### src/rtl/instruction_line_fill_if.sv
// Refill engine bundle: cache miss request, word-wide memory read port and line fill output.
interface instruction_line_fill_if #(
   parameter int unsigned ADDR_W = 16
);
   logic              miss_req;
   logic [ADDR_W-1:0] miss_addr;
   logic              busy;
   logic              mem_rd;
   logic [ADDR_W-1:0] mem_addr;
   logic [15:0]       mem_rdata;
   logic              mem_ack;
   logic              fill_valid;
   logic [ADDR_W-1:0] fill_addr;
   logic [63:0]       dataLine;

   modport master (
      output miss_req, miss_addr, mem_rdata, mem_ack,
      input  busy, mem_rd, mem_addr, fill_valid, fill_addr, dataLine
   );

   modport slave (
      input  miss_req, miss_addr, mem_rdata, mem_ack,
      output busy, mem_rd, mem_addr, fill_valid, fill_addr, dataLine
   );
endinterface

### src/rtl/instruction_line_fill.sv
// Instruction cache line refill: fetches four 16-bit words and strobes the assembled 64-bit line.
// Define CRITICAL_WORD_FIRST_EN to start the fetch at the missing word and wrap modulo 4.
module instruction_line_fill #(
   parameter int unsigned ADDR_W = 16
) (
   input logic                    clk,
   input logic                    rst_n,
   instruction_line_fill_if.slave bus
);

   typedef enum logic [1:0] {StIdle, StFetch, StDone} state_e;

   state_e            state_q;
   logic [1:0]        cnt_q;
   logic [2:0]        nwords_q;
   logic [ADDR_W-1:0] fill_addr_q;
   logic [63:0]       line_q;
   logic              fill_valid_q;
   logic [1:0]        start_word;
   logic              unused_addr;

`ifdef CRITICAL_WORD_FIRST_EN
   assign start_word  = bus.miss_addr[2:1];
   assign unused_addr = bus.miss_addr[0];
`else
   assign start_word  = 2'd0;
   assign unused_addr = ^bus.miss_addr[2:0];
`endif

   always_ff @(posedge clk or negedge rst_n) begin
      if (!rst_n) begin
         state_q      <= StIdle;
         cnt_q        <= 2'd0;
         nwords_q     <= 3'd0;
         fill_addr_q  <= '0;
         line_q       <= 64'h0;
         fill_valid_q <= 1'b0;
      end else begin
         fill_valid_q <= 1'b0;
         unique case (state_q)
            StIdle: begin
               if (bus.miss_req) begin
                  fill_addr_q <= {bus.miss_addr[ADDR_W-1:3], 3'b000};
                  cnt_q       <= start_word;
                  nwords_q    <= 3'd0;
                  state_q     <= StFetch;
               end
            end
            StFetch: begin
               if (bus.mem_ack) begin
                  // Slot is chosen by word index, so the layout is by address in either order.
                  line_q[{~cnt_q, 4'b0000} +: 16] <= bus.mem_rdata;
                  cnt_q    <= cnt_q + 2'd1;
                  nwords_q <= nwords_q + 3'd1;
                  if (nwords_q == 3'd3) begin
                     state_q      <= StDone;
                     fill_valid_q <= 1'b1;
                  end
               end
            end
            StDone: begin
               state_q <= StIdle;
            end
            default: begin
               state_q <= StIdle;
            end
         endcase
      end
   end

   assign bus.busy       = (state_q != StIdle);
   assign bus.mem_rd     = (state_q == StFetch);
   assign bus.mem_addr   = {fill_addr_q[ADDR_W-1:3], cnt_q, 1'b0};
   assign bus.fill_valid = fill_valid_q;
   assign bus.fill_addr  = fill_addr_q;
   assign bus.dataLine   = line_q;

endmodule

### src/flat_wrapper.sv
// flat-port wrapper written by rule: the top's interface ports become plain ports
module instruction_line_fill_flat 
#(
   parameter int unsigned ADDR_W = 16
)
  (clk, rst_n, bus_miss_req, bus_miss_addr, bus_mem_rdata, bus_mem_ack, bus_busy, bus_mem_rd, bus_mem_addr, bus_fill_valid, bus_fill_addr, bus_dataLine);
  instruction_line_fill_if #(.ADDR_W(ADDR_W)) bus_i ();
  input logic clk;
  input logic rst_n;
  input wire logic [$bits(bus_i.miss_req)-1:0] bus_miss_req;
  input wire logic [$bits(bus_i.miss_addr)-1:0] bus_miss_addr;
  input wire logic [$bits(bus_i.mem_rdata)-1:0] bus_mem_rdata;
  input wire logic [$bits(bus_i.mem_ack)-1:0] bus_mem_ack;
  output wire logic [$bits(bus_i.busy)-1:0] bus_busy;
  output wire logic [$bits(bus_i.mem_rd)-1:0] bus_mem_rd;
  output wire logic [$bits(bus_i.mem_addr)-1:0] bus_mem_addr;
  output wire logic [$bits(bus_i.fill_valid)-1:0] bus_fill_valid;
  output wire logic [$bits(bus_i.fill_addr)-1:0] bus_fill_addr;
  output wire logic [$bits(bus_i.dataLine)-1:0] bus_dataLine;
  assign bus_i.miss_req = bus_miss_req;
  assign bus_i.miss_addr = bus_miss_addr;
  assign bus_i.mem_rdata = bus_mem_rdata;
  assign bus_i.mem_ack = bus_mem_ack;
  assign bus_busy = bus_i.busy;
  assign bus_mem_rd = bus_i.mem_rd;
  assign bus_mem_addr = bus_i.mem_addr;
  assign bus_fill_valid = bus_i.fill_valid;
  assign bus_fill_addr = bus_i.fill_addr;
  assign bus_dataLine = bus_i.dataLine;
  instruction_line_fill #(.ADDR_W(ADDR_W)) u_core (.clk(clk), .rst_n(rst_n), .bus(bus_i));
endmodule
### config.mk
export PLATFORM = sky130hd
export DESIGN_NAME = instruction_line_fill_flat
export DESIGN_NICKNAME = d
export VERILOG_FILES = /design/src/rtl/instruction_line_fill_if.sv /design/src/rtl/instruction_line_fill.sv /design/src/flat_wrapper.sv
export SDC_FILE = /design/constraint.sdc
export NUM_CORES = 1
export LEC_CHECK = 0
export CORE_MARGIN = 2
export CORE_UTILIZATION = 44
export CTS_CLUSTER_DIAMETER = 40
export DETAILED_ROUTE_END_ITERATION = 10
export GPL_TIMING_DRIVEN = 0
export PLACE_DENSITY = 0.82
export SLEW_MARGIN = 20
export SYNTH_ARGS = -nofsm -noshare
export SYNTH_HDL_FRONTEND = slang
export SYNTH_SLANG_ARGS = --single-unit
### constraint.sdc
create_clock -name clk -period 2.3 [get_ports clk]
set_input_delay 0.23 -clock clk [delete_from_list [all_inputs] [get_ports clk]]
set_output_delay 0.23 -clock clk [all_outputs]
set_load 0.01 [all_outputs]
==> results.cfg, run 1 <==
[logic_synthesis]
synth_flop_cell = dfrtp_1
ys_seq_area_share_pct = 61.1
synthesis.area_sq_mm = 0.00348
synth_top_area_share_pct = 61.1
synth_most_common_cell = dfrtp_1
synthTopCellsByCount = 85 x dfrtp_1, 71 x a22o_1, 22 x buf_4, 13 x mux2_2, 7 x ha_1
syn_inst = 236
synth_warnings = 0
yosysTopAreaCell = dfrtp_1
ys_types = 27
async_flop_share_pct = 100
syn_area_per_cell_sq_um = 14.8
synth_area_leaders = dfrtp_1 61%, a22o_1 18%, buf_4 4.7%, mux2_2 4.2%, nand4b_4 2.7%
synth_edf_count = 0
ys_seq_elements = 85

[floorplan]
start_util_pct = 45.3
die_h_microns = 93.0
core-area_sq_mm = 0.00769
fp.dieW_microns = 93.0
die-area_sq_mm = 0.00864
rows = 32
num_io_pins = 135

[route]
wl_met1_mm = 3.67
drtAntennaViolNets = 0
drt_iter0_markers = 97
drc_errors = 0
maxUsedRoutingLayer = met4
wl_mm = 8.44
first_pass_iters = 4
dr_wl_met2_mm = 4.05
wire_per_inst_microns = 17.3
viasPerCell = 5.32
vias = 2589
dr_wl_met3_microns = 623

[critical_path]
crit_path_end_kind = flop
worstSetupPathType = flop to flop
crit_arrival_ns = 2.43
crit_fanout = 10
crit_path_start_kind = flop
crit_required_ns = 2.58

[clock_network]
clock_path_buffers = 2
clkTransAtPathRegs_ns = 0.09
htree_levels = 3
clock-root-buffer = clkbuf_8
cts_inserted_buffers = 9
clkSinkCount = 85
clk_latency_ns = 0.35
cts_tree = done

[sta]
setup_violations = 0
holdWs_ns = 0.388
fmax_mhz = 465
rsz0062_at_grt = false
slew_viol_final = 0
fin_worst_skew_ns = 0.0130
tightestPinTransition_ns = 0.524
fin_crit_ns = 2.15
fin_crit_sh_pct = 93.4
worst_slew_margin_rel_pct = 64.8
finalHoldViolCount = 0

[cells_and_area]
syn_to_final_growth_pct = 46.9
nets = 424
diodes = 0
utilization_pct = 66.5
drive_above_1_share_pct = 17.9

[global_route]
antenna_found_initial = 0
grt_overflow_total = 0
grt_usage_pct = 20.9
grt_max_degree = 47
grt_pass1_vias = 2687
grt_pass1_wl_mm = 14.0

[placement]
place.gp.congestion = 0.769
numPortBuffers = 127
dp_hpwl_mm = 6.23

[outcome]
outcome = completed

[pwr]
ir_drop_mv = 0.667
leakage_uw = 0.00232
power_density_mw_per_mm2 = 1180

[hold_path]
holdCritPathClass = input port to async pin

[job]
maxCapViolCount = 0
cell families (layout without fill, tap and decap cells):
| family | count (synthesis) | in the layout | synth area share (%) |
|---|---|---|---|
| flip-flops | 85 | 85 | 61.1 |
| AO/OA/AOI/OAI | 74 | 74 | 18.5 |
| buffers and inverters | 33 | 179 | 6.18 |
| AND/OR/NAND/NOR | 21 | 21 | 6.86 |
| multiplexers | 15 | 15 | 4.78 |
| adder cells (fa/ha/maj) | 7 | 7 | 2.52 |
| other | 1 | 4 | 0.108 |
metal layers:
layer | vias to the layer above | track usage, %
met3 | 10 | 5.70
met1 | 1302 | 27.6
li1 | 1161 | -
met5 | - | 0
met4 | 0 | 5.76
met2 | 116 | 34.2
through the flow:
stage	setup TNS [ns]	total power (uW)	worst slack [ns]	area [sq um]	instances
CTS	0	6040	0.0218	5090	485
global placement	-161.53	5000	-1.90	4890	468
floorplan	0	3600	0.189	3490	239
detailed placement	-0.708	5070	-0.0786	4910	469
global route	0	6370	0.00120	5110	487
finish	0	6010	0.151	5110	487
critical path, cell delays in order, from the launching register on:
cell and delay, ns:
dfrtp_1 0.49, inv_1 0.10, ha_1 0.40, or4_1 0.56, nor2_2 0.17, buf_4 0.22, a22o_1 0.15
what timing repair did:
| item | in CTS | in global routing |
|---|---|---|
| hold buffers | 1 | 0 |
| hold endpoints to repair | 39 | 0 |
| resized for setup | 1 | 2 |
| buffers inserted | 0 | 2 |
| endpoints found under the setup margin | 10 | 20 |
power by group:
group / switching [uW] / internal (uW) / leakage [uW]
clock network: 541 / 396 / 0.0000819
registers: 317 / 1950 / 0.00113
logic: 1130 / 1680 / 0.00111
sequential cells by signal, indices dropped and copies added (netlist names):
| name | flops |
|---|---|
| u_core.bus.dataLine | 64 |
| u_core.bus.fill_addr | 13 |
| u_core.nwords_q | 3 |
| u_core.cnt_q | 2 |
| u_core.state_q | 2 |
| u_core.bus.fill_valid | 1 |
final cells by class:
| type | count | area, sq um |
|---|---|---|
| clock buffers | 9 | 124 |
| multi-input cells | 121 | 1150 |
| inverters | 5 | 18.8 |
| repair buffers | 131 | 1310 |
| plain buffers | 28 | 199 |
| clock inverters | 6 | 50.0 |
| flip-flops and latches | 85 | 2130 |
| well taps | 102 | 128 |
| fillers | 599 | 2570 |
placed cells by master (no fill, tap or decap), drive strengths merged, types with 2 or more instances in the layout:
cell / count
nor4: 3
conb: 4
inv: 6
nand2: 2
and3: 2
clkdlybuf4s50: 126
clkinv: 3
ha: 7
nor2b: 2
nor2: 2
clkinvlp: 2
clkbuf: 14
nand2b: 2
mux2i: 2
a22o: 71
nand4b: 4
dfrtp: 85
mux2: 13
buf: 27
path summary, 6_finish.rpt:
check	from	end	slack, ns	cells after the start
min in group clk	bus_miss_addr[7]	u_core.bus.fill_addr[7]$_DFFE_PN0P_	0.50	2
max in group asynchronous	rst_n	u_core.bus.fill_addr[13]$_DFFE_PN0P_	1.30	3
max	u_core.cnt_q[1]$_DFFE_PN0P_	u_core.bus.dataLine[60]$_DFFE_PN0P_	0.15	6
min	rst_n	u_core.bus.dataLine[29]$_DFFE_PN0P_	0.39	2
max reg2reg	u_core.cnt_q[1]$_DFFE_PN0P_	u_core.bus.dataLine[60]$_DFFE_PN0P_	0.15	6
min reg2reg	u_core.bus.dataLine[35]$_DFFE_PN0P_	u_core.bus.dataLine[35]$_DFFE_PN0P_	0.51	1
(Power assumes the default switching activity.)
==> run 2, diff against run 1 <==
Settings changed: CAP_MARGIN set to 20.
==> results of run 2 <==
Same layout as run 1: the final DEF is identical, and so are final timing and power.
